[src/rtl/div_arbiter_pkg.sv]
// Shared types and sizing helpers for the round-robin divider arbiter.
// The sizing functions let the top derive widths for any LEN/NREQ.
package div_arbiter_pkg;

    typedef enum logic [1:0] {
        IDLE,
        RUN,
        RESP
    } state_t;

    localparam int LEN_DEF  = 16;
    localparam int NREQ_DEF = 4;

    function automatic int cnt_width(input int len);
        return $clog2(len) + 1;
    endfunction

    function automatic int id_width(input int nreq);
        return (nreq > 1) ? $clog2(nreq) : 1;
    endfunction

    localparam int CNTW = cnt_width(LEN_DEF);
    localparam int IDW  = id_width(NREQ_DEF);

endpackage

[src/rtl/div_core.sv]
// Radix-2 restoring divider datapath: one quotient bit per step pulse.
// Sequencing (step count, operand source) is owned by the instantiating block.
module div_core
    import div_arbiter_pkg::*;
#(
    parameter int LEN = LEN_DEF
) (
    input  logic           CLK,
    input  logic           load,
    input  logic           step,
    input  logic [LEN-1:0] a,
    input  logic [LEN-1:0] b,
    output logic [LEN-1:0] nq,
    output logic [LEN-1:0] r,
    output logic           b_zero
);

    logic [LEN-1:0] d_q;
    logic [LEN-1:0] nq_q;
    logic [LEN-1:0] r_q;
    logic [LEN-1:0] nx_r;
    logic           fits;

    always_comb begin
        nx_r = {r_q[LEN-2:0], nq_q[LEN-1]};
        fits = (nx_r >= d_q);
    end

    // NOTE: datapath registers are not reset; a load always precedes any use of them.
    always_ff @(posedge CLK) begin
        if (load) begin
            d_q  <= b;
            nq_q <= a;
            r_q  <= '0;
        end else if (step) begin
            nq_q <= {nq_q[LEN-2:0], fits};
            r_q  <= fits ? (nx_r - d_q) : nx_r;
        end
    end

    assign nq     = nq_q;
    assign r      = r_q;
    assign b_zero = (d_q == '0);

endmodule

[src/rtl/div_arbiter.sv]
// Round-robin arbiter sharing one sequential divider among NREQ requesters,
// returning ID-tagged quotient/remainder responses.
module div_arbiter
    import div_arbiter_pkg::*;
#(
    parameter int LEN  = LEN_DEF,
    parameter int NREQ = NREQ_DEF
) (
    input  logic                      CLK,
    input  logic                      RST,
    input  logic [NREQ-1:0]           REQ,
    input  logic [NREQ*LEN-1:0]       REQ_A,
    input  logic [NREQ*LEN-1:0]       REQ_B,
    output logic [NREQ-1:0]           ACK,
    output logic [NREQ-1:0]           RSP_VALID,
    output logic [id_width(NREQ)-1:0] RSP_ID,
    output logic [LEN-1:0]            Q,
    output logic [LEN-1:0]            R,
    output logic                      DIV0,
    output logic                      BUSY
);

    localparam int CW = cnt_width(LEN);
    localparam int IW = id_width(NREQ);

    state_t          state;
    state_t          state_nxt;
    logic [CW-1:0]   cnt;
    logic [IW-1:0]   ptr;
    logic [IW-1:0]   gnt_id;
    logic [IW-1:0]   sel_id;
    logic [IW-1:0]   ptr_nxt;
    logic            found;
    logic            load;
    logic            step;
    logic            fin;
    logic [LEN-1:0]  sel_a;
    logic [LEN-1:0]  sel_b;
    logic [LEN-1:0]  core_nq;
    logic [LEN-1:0]  core_r;
    logic            core_bz;
    logic [LEN-1:0]  q_hold;
    logic [LEN-1:0]  r_hold;
    logic [IW-1:0]   id_hold;
    logic            div0_hold;

    // First pending request at or above ptr, wrapping past NREQ-1.
    always_comb begin
        found  = 1'b0;
        sel_id = '0;
        for (int k = 0; k < NREQ; k++) begin
            if (!found && REQ[(int'(ptr) + k) % NREQ]) begin
                found  = 1'b1;
                sel_id = IW'((int'(ptr) + k) % NREQ);
            end
        end
    end

    assign ptr_nxt = (sel_id == IW'(NREQ - 1)) ? '0 : sel_id + 1'b1;
    assign sel_a   = REQ_A[sel_id*LEN +: LEN];
    assign sel_b   = REQ_B[sel_id*LEN +: LEN];

    // NOTE: every output of this block gets a default first, so no path can infer a latch.
    always_comb begin
        state_nxt = state;
        load      = 1'b0;
        step      = 1'b0;
        fin       = 1'b0;
        case (state)
            IDLE: begin
                if (found) begin
                    load      = 1'b1;
                    state_nxt = RUN;
                end
            end
            RUN: begin
                step = 1'b1;
                if (cnt == CW'(1)) begin
                    fin       = 1'b1;
                    state_nxt = RESP;
                end
            end
            RESP: begin
                if (found) begin
                    load      = 1'b1;
                    state_nxt = RUN;
                end else begin
                    state_nxt = IDLE;
                end
            end
            default: state_nxt = IDLE;
        endcase
    end

    // NOTE: non-blocking assignments so every register here samples pre-edge values.
    always_ff @(posedge CLK) begin
        if (RST) begin
            state     <= IDLE;
            cnt       <= '0;
            ptr       <= '0;
            gnt_id    <= '0;
            ACK       <= '0;
            RSP_VALID <= '0;
            q_hold    <= '0;
            r_hold    <= '0;
            id_hold   <= '0;
            div0_hold <= 1'b0;
        end else begin
            state     <= state_nxt;
            ACK       <= '0;
            RSP_VALID <= '0;
            if (load) begin
                cnt    <= CW'(LEN);
                gnt_id <= sel_id;
                ptr    <= ptr_nxt;
                ACK    <= NREQ'(1) << sel_id;
            end else if (step) begin
                cnt <= cnt - 1'b1;
            end
            if (fin) begin
                RSP_VALID <= NREQ'(1) << gnt_id;
            end
            // The core may be reloaded at this edge, so keep the response for later cycles.
            if (state == RESP) begin
                q_hold    <= core_nq;
                r_hold    <= core_r;
                id_hold   <= gnt_id;
                div0_hold <= core_bz;
            end
        end
    end

    always_comb begin
        if (state == RESP) begin
            Q      = core_nq;
            R      = core_r;
            RSP_ID = gnt_id;
            DIV0   = core_bz;
        end else begin
            Q      = q_hold;
            R      = r_hold;
            RSP_ID = id_hold;
            DIV0   = div0_hold;
        end
    end

    assign BUSY = (state != IDLE);

    div_core #(
        .LEN (LEN)
    ) u_core (
        .CLK    (CLK),
        .load   (load),
        .step   (step),
        .a      (sel_a),
        .b      (sel_b),
        .nq     (core_nq),
        .r      (core_r),
        .b_zero (core_bz)
    );

endmodule

[config.mk]
export PLATFORM = sky130hd
export DESIGN_NAME = div_arbiter
export DESIGN_NICKNAME = d
export VERILOG_FILES = /design/src/rtl/div_arbiter_pkg.sv /design/src/rtl/div_core.sv /design/src/rtl/div_arbiter.sv
export SDC_FILE = /design/constraint.sdc
export NUM_CORES = 1
export LEC_CHECK = 0
export ABC_AREA = 1
export CORE_MARGIN = 4
export CORE_UTILIZATION = 35
export CTS_BUF_LIST = sky130_fd_sc_hd__clkbuf_8
export DETAILED_ROUTE_END_ITERATION = 6
export HOLD_SLACK_MARGIN = 0.08
export PLACE_DENSITY = 0.62
export SYNTH_ARGS = -nofsm -noshare
export SYNTH_HDL_FRONTEND = slang
export SYNTH_SLANG_ARGS = --single-unit
[constraint.sdc]
create_clock -name CLK -period 2.22 [get_ports CLK]
set_input_delay 0.222 -clock CLK [delete_from_list [all_inputs] [get_ports CLK]]
set_output_delay 0.222 -clock CLK [all_outputs]
set_load 0.01 [all_outputs]
== Word-level counts from Yosys, hierarchy flattened ==
Index checks and enable logic that the tools add are counted.
Word-level totals
  register bits after elaboration: 102
  bits of input ports: 134
  output and inout bits: 44
Operators by class
  $add $sub $neg: 6
  order comparisons: 5
  eq/ne operators: 6
  shift operators: 4
  multiplexer cells: 38
  bitwise gates (word level): 5
  reductions and logical operators: 18
Operators with widths (count)
  64-bit by 7-bit indexed part select with 16-bit output: 2
  16-bit 2-to-1 mux: 5
  1-bit 2-to-1 mux: 18
  16-bit greater-or-equal comparator: 1
  16-bit zero test: 1
  2-bit 2-to-1 mux: 8
  16-bit subtractor: 1
  2-bit OR reduction: 7
  3-bit by 4-bit < comparator with 1-bit output, second input constant: 3
  5-bit 2-to-1 mux: 2
  1-bit binary-select mux with 2-bit select: 4
  1-bit by 2-bit left shift with 4-bit output, first input constant: 2
  2-bit case mux with 3 select lines: 1
  5-bit by 1-bit == test with 1-bit output, second input constant: 1
  5-bit by 1-bit subtractor with 5-bit output, second input constant: 1
  2-bit by 1-bit adder with 2-bit output, second input constant: 2
  2-bit adder, second input constant: 2
  2-bit == test, second input constant: 2
  2-bit inequality test, second input constant: 2
  2-bit nonzero test: 2
  1-bit AND, first input constant: 3
  1-bit logical AND: 3
  1-bit zero test: 3
  2-bit by 3-bit < comparator with 1-bit output, second input constant: 1
  4 further kinds: 5

== Longest topological paths before layout ==
Gate-level depths: netlist of run 1.
  depth in word-level cells: 18
  mapped depth: 16
  mapped depth without buffers: 15

== Hierarchy ==
From an unflattened synthesis of run 1, not the netlist that was laid out.
Unflattened totals
  cells, all modules: 1172
  area total of the unflattened synthesis: 7247.0 µm²
Modules (own cells, without submodules)
  div_arbiter: times used 1, cells an instance 742, area an instance 4023.9 µm², sequential area each 1081.0 µm²
  div_core: times used 1, cells an instance 430, area an instance 3223.1 µm², sequential area each 1281.2 µm²

== Worst setup path before layout of run 1 ==
No wires, ideal clock.
  path kind: register to register
  start point: register ptr[0]
  end point: register u_core.d_q[0] (enable)
  library setup time: 0.387 ns
  arrival: 1.823 ns
  data required time: 1.833 ns
  slack: 0.011 ns
  cell stages (with the launch flop): 12
  buffers on the path: 2
  clock period less this slack: 2.209 ns
  cells stage by stage: dfxtp_1 buf_6 inv_4 nand2_1 nand2_2 nand2_1 nand2_1 nor2_4 nand3_4 nand2_1 inv_2 buf_1
Between the ends
  longest elaborated chain between the ends: 14
  elaborated cells between the ends (all ways): 26
  those cells by class: add/sub: 3; mux: 17; reduce/logical: 6
Ends and longest elaborated chain
  from (decl): RTL line div_arbiter.sv:29  | logic [IW-1:0] ptr;
  from (signal assigned): RTL line div_arbiter.sv:115  | ptr <= ptr_nxt;
  2-bit by 1-bit adder with 2-bit output / 1-bit binary-select mux with 2-bit select (equally long branches): RTL line div_arbiter.sv:52  | if (!found && REQ[(int'(ptr) + k) % NREQ]) begin
  1-bit binary-select mux with 2-bit select / 1-bit 2-to-1 mux (equally long branches): RTL line div_arbiter.sv:52
  1-bit 2-to-1 mux (implied by the code): RTL line div_arbiter.sv:52
  1-bit 2-to-1 mux (implied by the code) / 1-bit zero test (equally long branches): RTL line div_arbiter.sv:52
  1-bit logical AND: RTL line div_arbiter.sv:52
  1-bit 2-to-1 mux: RTL line div_arbiter.sv:52
  1-bit zero test: RTL line div_arbiter.sv:52
  1-bit logical AND: RTL line div_arbiter.sv:52
  1-bit 2-to-1 mux: RTL line div_arbiter.sv:52
  1-bit zero test: RTL line div_arbiter.sv:52
  1-bit logical AND: RTL line div_arbiter.sv:52
  1-bit 2-to-1 mux *: RTL line div_arbiter.sv:52
  1-bit 2-to-1 mux *: RTL line div_arbiter.sv:71, div_arbiter.sv:84
  1-bit 2-to-1 mux *
  named net load: RTL line div_arbiter.sv:34  | logic load;
  to (signal assigned): RTL line div_core.sv:32  | d_q <= b;
  to (decl): RTL line div_core.sv:18  | logic [LEN-1:0] d_q;
The timed path passes the listed nets; every way through them passes the cells marked *. The select of a mux whose other input is x is not followed.
A chain may end at the register's enable or synchronous reset.

== Final worst setup path of run 1 ==
  start point: register state[1]
  end point: output port RSP_ID[1]
Between the ends
  longest elaborated chain between the ends: 2
Ends and longest elaborated chain
  from (decl): RTL line div_arbiter.sv:26  | state_t state;
  from (signal assigned): RTL line div_arbiter.sv:109  | state <= state_nxt;
  2-bit == test: RTL line div_arbiter.sv:134  | if (state == RESP) begin
  2-bit 2-to-1 mux
  to (decl): RTL line div_arbiter.sv:16  | output logic [id_width(NREQ)-1:0] RSP_ID,
Every way passes these cells.

==> results.yml, run 1 <==
worst_setup_path:
  crit_arrival_ns: 1.88
  cp_num_buf_inv: 5
  cp_max_fo: 20
  cp_top_family: "buffers and inverters"
  max_stage_delay_ns: 0.34
  critPathCaptureType: "primary output"
  cp.required_ns: 2.00
  cp_cell_sequence: "inv_2 -> nor2_4 -> buf_4 -> buf_8 -> or2_2 -> o21ai_0 -> inv_1 -> dlygate4sd2_1"
  start_kind: "flip-flop"
  r2r_slack_ns: 0.12
  cpMaxStageDelayCell: "dfxtp_1"
  worstSetupPathType: "reg2out"
cells_and_area:
  final_nets: 1337
  final_util_pct: 51.7
  final_common_cell: "nand2_1"
  fin_cells: 1418
  nFillCells: 1823
  area_growth_pct: 42.9
  final_cell_mix: "nand2_1, inv_1, clkdlybuf4s50_1"
  diodes: 0
  drive_gt1_share_pct: 15.6
global_routing:
  grt_pass1_wl_mm: 32.1
  overflow: 0
  gr-usage-met3_pct: 2.74
  grt_max_degree: 43
  use_met2_pct: 28.4
  grt.total_usage_pct: 18.3
  busiest_layer: "met2"
  grt_pass1_vias: 6139
  antenna_found_initial: 0
  gr-usage-met1_pct: 26.9
sta:
  slew_headroom_pct: 76.3
  clock.fmax_mhz: 475
  rsz0062_at_grt: "true"
  setup_violations: 0
  final_max_slew_viol_count: 0
  post-route-min-period_ns: 2.11
  hold_violations: 0
  holdWs_ns: 0.460
  timing.final.crit_share_pct: 94.8
  worst_slack_ns: 0.115
  worst_pin_slew_ns: 0.355
  skew_ns: 0.0102
clocking:
  numCtsBuffers: 9
  cts.sinks: 102
  clock_latency_ns: 0.39
  holdBufCountCts: 0
  cts_tree: "built"
  cts_max_level: 3
  cts_buffer_depth: 2
  clk_pin_slew_worst_paths_ns: 0.11
  cts-root-buf: "clkbuf_8"
synthesis:
  yosysTopAreaCell: "dfxtp_1"
  synth_top_cell_area_share_pct: 21.2
  avgSynthCellArea_um2: 6.74
  synth-async-reset-ratio_pct: 0
  synthTopCellsByArea: "dfxtp_1, edfxtp_1, nand2_1, inv_1, o21ai_0"
  ys_seq_area_share_pct: 35.7
  syn_area_mm2: 0.00661
  yosys_register_bits: 102
  netlist_instances: 981
  ys.flop_type: "dfxtp_1"
  yosys_warnings: 0
  ys_types: 38
  synth_edf_count: 32
  syn_nets: 1134
floorplan:
  die_w_um: 145
  dieArea_mm2: 0.0211
  coreArea_mm2: 0.0183
  initial_core_util_pct: 36.2
  ios: 178
  num_rows: 49
  fp.dieH_um: 145
routing:
  viasPerCell: 4.73
  drc: 0
  wl_per_cell_um: 14.2
  drt-total-wl_mm: 20.2
  via_count: 6705
  dr.first_iter.drc_count: 385
  ant_nets: 0
  first_pass_iters: 5
placed_design:
  pre_cts_ws_ns: -0.00769
  place_inst: 1393
  io_buffers: 177
  gp_congestion: 0.900
  dpl.hpwl_mm: 15.7
run_status:
  status: "finished, final reports clean"
job:
  cap_violations: 0
min_path:
  hold_class: "reg2reg"
power_and_ir_drop:
  p_leak_nw: 5.18
  powerDensity_mw_per_mm2: 1200
  vdd_drop_max_v: 0.000774
[cells in the mapped netlist, types with 3 or more instances]
master	number
a21oi_1	38
buf_1	7
buf_2	10
buf_6	6
clkbuf_1	20
dfxtp_1	70
edfxtp_1	32
ha_1	18
inv_1	189
inv_2	4
nand2_1	252
nand3_1	63
nand4_1	36
nor2_1	62
nor3_1	9
nor4_1	3
o211ai_1	6
o211ai_2	15
o21ai_0	67
o21ai_1	4
o21bai_1	4
or2_2	37
xnor2_1	7
xor2_1	3
[final timing paths]
check / startpoint / to / cells after the start
worst min-delay path: u_core.r[15] / u_core.r[15] / 2
worst min register to register: u_core.r[15] / u_core.r[15] / 2
worst max register to register: u_core.d_q[0] / u_core.r[12] / 13
worst max-delay path: state[1] / RSP_ID[1] / 8
[where the power goes]
group / switching, mW / internal, mW / leakage [nW]
clock: 0.751 / 0.563 / 0.113
sequential: 0.413 / 2.67 / 0.893
combinational: 4.00 / 2.92 / 4.18
total: 5.16 / 6.15 / 5.18
[per-stage QoR]
stage | area, um^2 | power (mW) | setup TNS [ns]
3_3_place_gp | 8920 | 9.47 | 0
3_5_place_dp | 8920 | 9.51 | -0.0102
5_1_grt | 9440 | 12.3 | -0.0511
2_1_floorplan | 6610 | 7.27 | 0
6_report | 9440 | 11.3 | 0
4_1_cts | 9140 | 10.9 | -0.000997
[logic make-up (layout without fill, tap and decap cells)]
family	count (synthesis)	count (layout)	share of synthesized area (%)
AO/OA/AOI/OAI	138	138	12.6
XOR/XNOR	10	10	1.33
adder cells (fa/ha/maj)	19	19	3.71
buffers and inverters	240	448	14.7
flip-flops	102	102	35.7
AND/OR/NAND/NOR	472	472	31.9
[routing by layer]
metal | wire (um) | share of wire (%) | vias to the layer above
met5 | 0 | 0 | -
met4 | 248 | 1.2 | 0
met3 | 977 | 4.8 | 15
met2 | 8930 | 44 | 179
met1 | 10000 | 50 | 3000
li1 | - | - | 3511
[repair_timing]
item,in CTS,in global routing
pin swaps,0,10
gates cloned,0,3
endpoints found under the setup margin,37,56
buffers inserted,0,6
resized for setup,38,85
[final cells by class]
class	instances	area, um^2	share of cell area (%)
multi-input cells	639	3460	36.7
well taps	229	287	3.03
inverters	195	734	7.78
clock inverters	7	97.6	1.03
flip-flops and latches	102	2370	25.1
repair buffers	237	2370	25.1
clock buffers	9	124	1.31
[registers in the layout, indices dropped and copies added, names as in the netlist]
name / count
q_hold: 16
r_hold: 16
u_core.d_q: 16
u_core.nq: 16
u_core.r: 16
cnt: 5
ACK: 4
RSP_VALID: 4
gnt_id: 2
id_hold: 2
ptr: 2
state: 2
div0_hold: 1
[worst reg2reg max path, delay by kind of cell (launching register included)]
kind	cells	cell delay, ns
compound gates	2	0.17
flops	1	0.50
simple gates	7	0.52
buf+inv	2	0.20
fa+ha+maj	2	0.61
Note: power is estimated with default switching activity, not from simulation.
==> inputs of run 2 (changes only) <==
- SLEW_MARGIN: not set -> 0
==> results of run 2 <==
No change in the layout: final DEF, timing and power equal those of run 1.
==> inputs of run 3 (changes only) <==
- PLACE_DENSITY: 0.62 -> 0.63
- SLEW_MARGIN: 0 -> not set
==> results.yml, run 3 (synthesized netlist as in run 1, its figures left out) <==
worst_setup_path:
  rr_worst_depth: 14
  crit_arrival_ns: 2.53
  start_kind: "flip-flop"
  cp_max_fo: 3
  cp.required_ns: 2.56
  worstSetupPathType: "reg2reg"
  critPathCaptureType: "flip-flop"
global_routing:
  gr-usage-met1_pct: 26.8
  grt_pass1_vias: 6135
  grt_max_degree: 42
  grt.total_usage_pct: 18.3
  overflow: 0
  grt_pass1_wl_mm: 31.9
  gr-usage-met3_pct: 2.71
  use_met2_pct: 28.2
  busiest_layer: "met2"
  antenna_found_initial: 0
routing:
  ant_nets: 0
  wl_per_cell_um: 14.4
  dr.first_iter.drc_count: 512
  viasPerCell: 4.73
  via_count: 6731
  drc: 0
  first_pass_iters: 5
  drt-total-wl_mm: 20.4
sta:
  slew_headroom_pct: 75.2
  final_max_slew_viol_count: 0
  rsz0062_at_grt: "true"
  clock.fmax_mhz: 457
  post-route-min-period_ns: 2.19
  timing.final.crit_share_pct: 98.5
  worst_pin_slew_ns: 0.368
  holdWs_ns: 0.471
  hold_violations: 0
  setup_violations: 0
  skew_ns: 0.0163
cells_and_area:
  final_nets: 1341
  final_common_cell: "nand2_1"
  drive_gt1_share_pct: 16.8
  final_cell_mix: "nand2_1, inv_1, clkdlybuf4s50_1"
  area_growth_pct: 43.5
  final_util_pct: 51.9
  diodes: 0
power_and_ir_drop:
  p_leak_nw: 5.06
  powerDensity_mw_per_mm2: 1210
  vdd_drop_max_v: 0.000751
job:
  cap_violations: 0
clocking:
  cts_tree: "built"
  cts_buffer_depth: 2
  cts.sinks: 102
  numCtsBuffers: 9
  cts-root-buf: "clkbuf_8"
  clock_latency_ns: 0.40
  cts_max_level: 3
  clk_pin_slew_worst_paths_ns: 0.11
min_path:
  hold_class: "reg2reg"
  whs_path_depth: 2
run_status:
  status: "finished, final reports clean"
floorplan:
  initial_core_util_pct: 36.2
  dieArea_mm2: 0.0211
  coreArea_mm2: 0.0183
  die_w_um: 145
  num_rows: 49
  ios: 178
  fp.dieH_um: 145
placed_design:
  dpl.hpwl_mm: 15.9
  gp_congestion: 0.888
  io_buffers: 177
## run 3: final cells by class
class / instances / area (um^2)
Tap cell: 229 / 287
Clock inverter: 7 / 81.3
Fill cell: 1837 / 8780
Sequential cell: 102 / 2360
Multi-Input combinational cell: 639 / 3510
Inverter: 195 / 737
Timing Repair Buffer: 241 / 2380
Clock buffer: 9 / 124
## run 3: layer usage
metal	wire length, um	up-vias
li1	-	3522
met1	9970	3015
met2	9150	170
met3	947	24
met4	386	0
met5	0	-
## run 3: repair_timing
item / CTS / global route
setup buffers: 0 / 6
pin swaps: 0 / 13
cloned: 0 / 3
endpoints found under the setup margin: 35 / 67
resized for setup: 44 / 80
hold buffers: 0 / 0
## run 3: worst max-delay path: stages, from the launching register on
cell and delay [ns]:
edfxtp_1 0.42, ha_2 0.21, fa_2 0.39, inv_1 0.06, nand2_1 0.06, nand2_2 0.09, buf_4 0.11, inv_1 0.03
o21bai_2 0.17, nand2_1 0.07, nand2_1 0.11, nor2_1 0.05, o21ai_0 0.21, nand3_2 0.09, nand2_1 0.07
## run 3: power breakdown
part,internal (mW),total [mW],switching (mW)
sequential,2.67,3.10,0.423
combinational,3.05,7.11,4.05
clock,0.537,1.25,0.711
total,6.27,11.5,5.19
## run 3: path summary, 6_finish.rpt
path	endpoint	slack, ns	from
setup / recovery	u_core.r[10]	0.03	u_core.d_q[0]
hold / removal	u_core.r[15]	0.47	u_core.r[15]
setup reg to reg	u_core.r[10]	0.03	u_core.d_q[0]
hold reg to reg	u_core.r[15]	0.47	u_core.r[15]
## run 3: stage by stage
stage	instances	total power [mW]	TNS, ns	worst slack [ns]	area (um^2)
CTS	1413	10.9	0	0.0402	9150
finish	1422	11.5	0	0.0323	9490
detailed placement	1397	9.69	-0.118	-0.0257	8970
global placement	1397	9.64	0	0.0159	8970
global route	1422	12.4	-0.577	-0.0633	9490
floorplan	981	7.27	0	0.0105	6610
==> RTL edit 1: new RTL, settings of run 3 <==
Re-encode `state_t` (3 states) as one-hot, 3 bits wide.
--- a/src/rtl/div_arbiter_pkg.sv
+++ b/src/rtl/div_arbiter_pkg.sv
@@ -2,10 +2,10 @@
 // The sizing functions let the top derive widths for any LEN/NREQ.
 package div_arbiter_pkg;
 
-    typedef enum logic [1:0] {
-        IDLE,
-        RUN,
-        RESP
+    typedef enum logic [2:0] {
+        IDLE = 3'b001,
+        RUN  = 3'b010,
+        RESP = 3'b100
     } state_t;
 
     localparam int LEN_DEF  = 16;
Function: no difference found for any inputs over 4 cycles, from zero or initial values and one cycle with RST high; so few cycles prove little.
==> RTL edit 1 against run 3 <==
Final area shrank 2.3%. Area after synthesis shrank 4.1%. Sequential cell count rose by 1. Largest power group unchanged. Power is 1.2% lower. Final cell count down 5.8%. Clock skew rose by 0.0022 ns. Highest routed layer unchanged. Wire length shrank 2.7%. Worst setup slack gained 0.014 ns.
==> RTL edit 1: results (changes against run 3) <==
synth:
  avgSynthCellArea_um2: 6.97  # was 6.74 µm²
  seq_area_frac_synth: 0.376  # was 0.357
  yosys.area_share.adder: 0.0387  # was 0.0371
  synth-xor-area-share: 0.0124  # was 0.0133
  synth_area_leaders: "dfxtp_1 22%, edfxtp_1 15%, nand2_1 12%"  # was dfxtp_1 21%, edfxtp_1 15%, nand2_1 14%
  synth_compound_area_frac: 0.107  # was 0.126
  synth_nets: 1062  # was 1,134
placement:
  gp_congestion: 0.895  # was 0.888
  dp_hpwl_um: 15400  # was 15,900 µm
  pre_cts_slack_ns: -0.0930  # was -0.0257 ns
grt:
  track_usage: 0.186  # was 0.183
  grt_start_max_net_pins: 33  # was 42
  first_global_vias: 6020  # was 6,135
layout:
  drive_above_1_share: 0.175  # was 0.168
  stdcell_area_um2: 9270  # was 9490 µm²
  n_fill_cell: 1761  # was 1,837
  n_all_buffers: 233  # was 241
  buffer_area_frac: 0.263  # was 0.251
  inv_count: 106  # was 195
  multiInputGateArea_um2: 3550  # was 3510 µm²
  regArea_um2: 2390  # was 2360 µm²
  clk_share: 0.0221  # was 0.0216
hold_path:
  worstHoldStart: "u_core.r[15]$_SDFFE_PN0N_"  # was u_core.r[15]$_SDFFE_PP0P_
cts:
  clock_sinks: 103  # was 102
  clk_latency_ns: 0.38  # was 0.40 ns
power:
  ir_drop_mv: 0.681  # was 0.751 mV
drt:
  via_per_inst: 4.85  # was 4.73
  vias: 6491  # was 6,731
setup_path:
  cp.arrival_ns: 1.95  # was 2.53 ns
  path_max_fanout: 2  # was 3
  path_class: "reg -> out"  # was reg -> reg
status:
  status: "finished, final reports clean"  # unchanged
sta:
  fin_skew_ns: 0.0185  # was 0.0163 ns
[RTL edit 1: cell count changes after synthesis, moves of 11 or more]
cell / before / now
or2_2: 37 / 52
nand2_1: 252 / 198
inv_1: 189 / 101
o211ai_1: 6 / 17
nand3_1: 63 / 81
a21oi_1: 38 / 22
nor2_1: 62 / 114
o211ai_2: 15 / 0
[RTL edit 1: power by group through the flow]
stage	logic, mW	clock network [mW]	registers [mW]
global placement	6.40	0	3.13
floorplan	4.34	0	2.99
CTS	6.48	1.27	3.16
detailed placement	6.44	0	3.14
global route	7.66	1.34	3.24
finish	6.90	1.23	3.18
[RTL edit 1: path summary, 6_finish.rpt]
kind / to / slack (ns) / depth (start not counted)
worst max-delay path: DIV0 / 0.05 / 5
worst min-delay path: u_core.r[15]$_SDFFE_PN0N_ / 0.49 / 2
worst max register to register: u_core.r[5]$_SDFFE_PN0N_ / 0.07 / 12
worst min register to register: u_core.r[15]$_SDFFE_PN0N_ / 0.49 / 2
[RTL edit 1: metal layers]
metal	wire (µm)	part of all wire	global-route usage	vias to the layer above
met1	9620	0.48	0.272	2916
met3	1040	0.052	0.0366	24
met5	0	0	0	-
li1	-	-	-	3390
met2	8900	0.45	0.277	161
met4	337	0.017	0.0540	0
[RTL edit 1: what timing repair did]
action / 4_1_cts / 5_1_grt
buffers inserted: 0 / 7
gates cloned: 0 / 5
gates resized for setup: 45 / 98
hold buffers: 0 / 0
pin swaps: 0 / 6
endpoints found under the setup margin: 35 / 75
[RTL edit 1: logic make-up (layout without fill, tap and decap cells)]
| logic type | Yosys count | after routing |
|---|---|---|
| simple gates | 506 | 506 |
| buf+inv | 150 | 355 |
| compound gates | 122 | 122 |
| flops | 103 | 103 |
| fa+ha+maj | 19 | 19 |
| xor+xnor | 9 | 9 |
==> RTL edit 2: new RTL, config.mk and constraints of run 3 <==
Without the edit above. Change the package constant `NREQ_DEF` from 4 to 8.
--- a/src/rtl/div_arbiter_pkg.sv
+++ b/src/rtl/div_arbiter_pkg.sv
@@ -9,7 +9,7 @@
     } state_t;
 
     localparam int LEN_DEF  = 16;
-    localparam int NREQ_DEF = 4;
+    localparam int NREQ_DEF = 8;
 
     function automatic int cnt_width(input int len);
         return $clog2(len) + 1;
Interface: changed (6 resized); port bits go from 178 to 319. No check against the original RTL was run, so the function may have changed too.
==> RTL edit 2 against run 3 <==
The run now ends with setup timing left. Global-route usage is 8.8 points higher. Wire length up 84%. Sequential cell count rose by 11. Worst setup slack got worse by 0.75 ns. Area after synthesis grew 23%. Final area increased by 55%. Core utilization rose by 13 points.
Power is not compared: it rests on default switching activity, and its combinational part moved more than twofold at a synthesized area within 25%.
==> RTL edit 2: results (changes against run 3) <==
sta:
  fin_skew_ns: 0.0177  # was 0.0163 ns
  holdWs_ns: 0.388  # was 0.471 ns
  finalSetupViolCount: 100  # was 0
  fin_ws_ns: -0.715  # was 0.0323 ns
  fin_tns_setup_ns: -47.95  # was 0 ns
placement:
  gp_congestion: 0.973  # was 0.888
  dp.cells: 1949  # was 1,397
  place_area_um2: 12600  # was 8970 µm²
  pre_cts_slack_ns: -0.887  # was -0.0257 ns
  portBuffers: 318  # was 177
  dp_hpwl_um: 27600  # was 15,900 µm
setup_path:
  path_max_fanout: 6  # was 3
  cp.arrival_ns: 3.15  # was 2.53 ns
  crit_end: "u_core.nq[7]$_DFFE_PP_"  # was u_core.r[10]$_SDFFE_PP0P_
  r2r_cells: 21  # was 14
cts:
  post_cts_buffers: 34  # was 0
  numCtsBuffers: 17  # was 9
  ctsResizeCount: 205  # was 44
  h-tree-depth: 4  # was 3
  clk_latency_ns: 0.45  # was 0.40 ns
  clk_pin_slew_ns: 0.08  # was 0.11 ns
synth:
  synth-xor-area-share: 0.0194  # was 0.0133
  synth_compound_area_frac: 0.0811  # was 0.126
  synth_area_leaders: "dfxtp_1 20%, nand3_1 19%, nand2_1 17%"  # was dfxtp_1 21%, edfxtp_1 15%, nand2_1 14%
  synth_nets: 1571  # was 1,134
  yosys-top-cells-count: "379 x nand2_1, 309 x nand3_1, 89 x inv_1"  # was 252 x nand2_1, 189 x inv_1, 70 x dfxtp_1
  yosys.area_share.adder: 0.0378  # was 0.0371
  seq_area_frac_synth: 0.317  # was 0.357
  synthCells: 1281  # was 981
hold_path:
  hp-class: "in -> reg"  # was reg -> reg
  worstHoldStart: "RST"  # was u_core.r[15]$_SDFFE_PP0P_
  worstHoldEndpoint: "state[1]$_SDFFE_PP0P_"  # was u_core.r[15]$_SDFFE_PP0P_
status:
  violations: "setup timing"
  status: "finished with violations"  # was finished, final reports clean
grt:
  use_met3: 0.0585  # was 0.0271
  met2_usage: 0.453  # was 0.282
  grt_start_max_net_pins: 65  # was 42
  track_usage: 0.271  # was 0.183
  grt_pass1_wl_um: 55000  # was 31,900 µm
  antenna_found_initial: 3  # was 0
  first_global_vias: 10010  # was 6,135
  use_met1: 0.349  # was 0.268
drt:
  wl_per_cell_um: 18.5  # was 14.4 µm
  via_per_inst: 5.15  # was 4.73
  drt-met1-wl_um: 15700  # was 9970 µm
  highest_layer: "met5"  # was met4
  wl_met2_um: 18400  # was 9150 µm
  wl_met3_um: 2560  # was 947 µm
  drtIter0Drc: 808  # was 512
layout:
  drive_above_1_share: 0.260  # was 0.168
  n_fill_cell: 2063  # was 1,837
  fin_nets: 1997  # was 1,341
  fin_cells: 2034  # was 1,422
[RTL edit 2: layout make-up]
type / instances / area (µm²) / share of cell area
Antenna cell: 1 / 2.50 / 0.000170
Clock buffer: 17 / 234 / 0.0159
Clock inverter: 15 / 173 / 0.0117
Inverter: 95 / 379 / 0.0258
Multi-Input combinational cell: 1001 / 5990 / 0.407
Sequential cell: 113 / 2590 / 0.176
Tap cell: 313 / 392 / 0.0266
Timing Repair Buffer: 479 / 4950 / 0.336
[RTL edit 2: worst register-to-register path: stages (launching register included)]
cell     delay [ns]
dfxtp_4        0.39
inv_4          0.05
ha_4           0.34
inv_6          0.07
nand3_4        0.07
nand3_2        0.11
nand2_4        0.11
nor2_4         0.05
buf_4          0.14
nand3_2        0.06
nor2_1         0.05
nor2_2         0.14
nand3_4        0.11
o21ai_4        0.27
buf_12         0.16
buf_12         0.11
buf_4          0.10
nand3_1        0.11
nand3_2        0.11
nand2_4        0.06
nand2_2        0.06
nand2_2        0.04
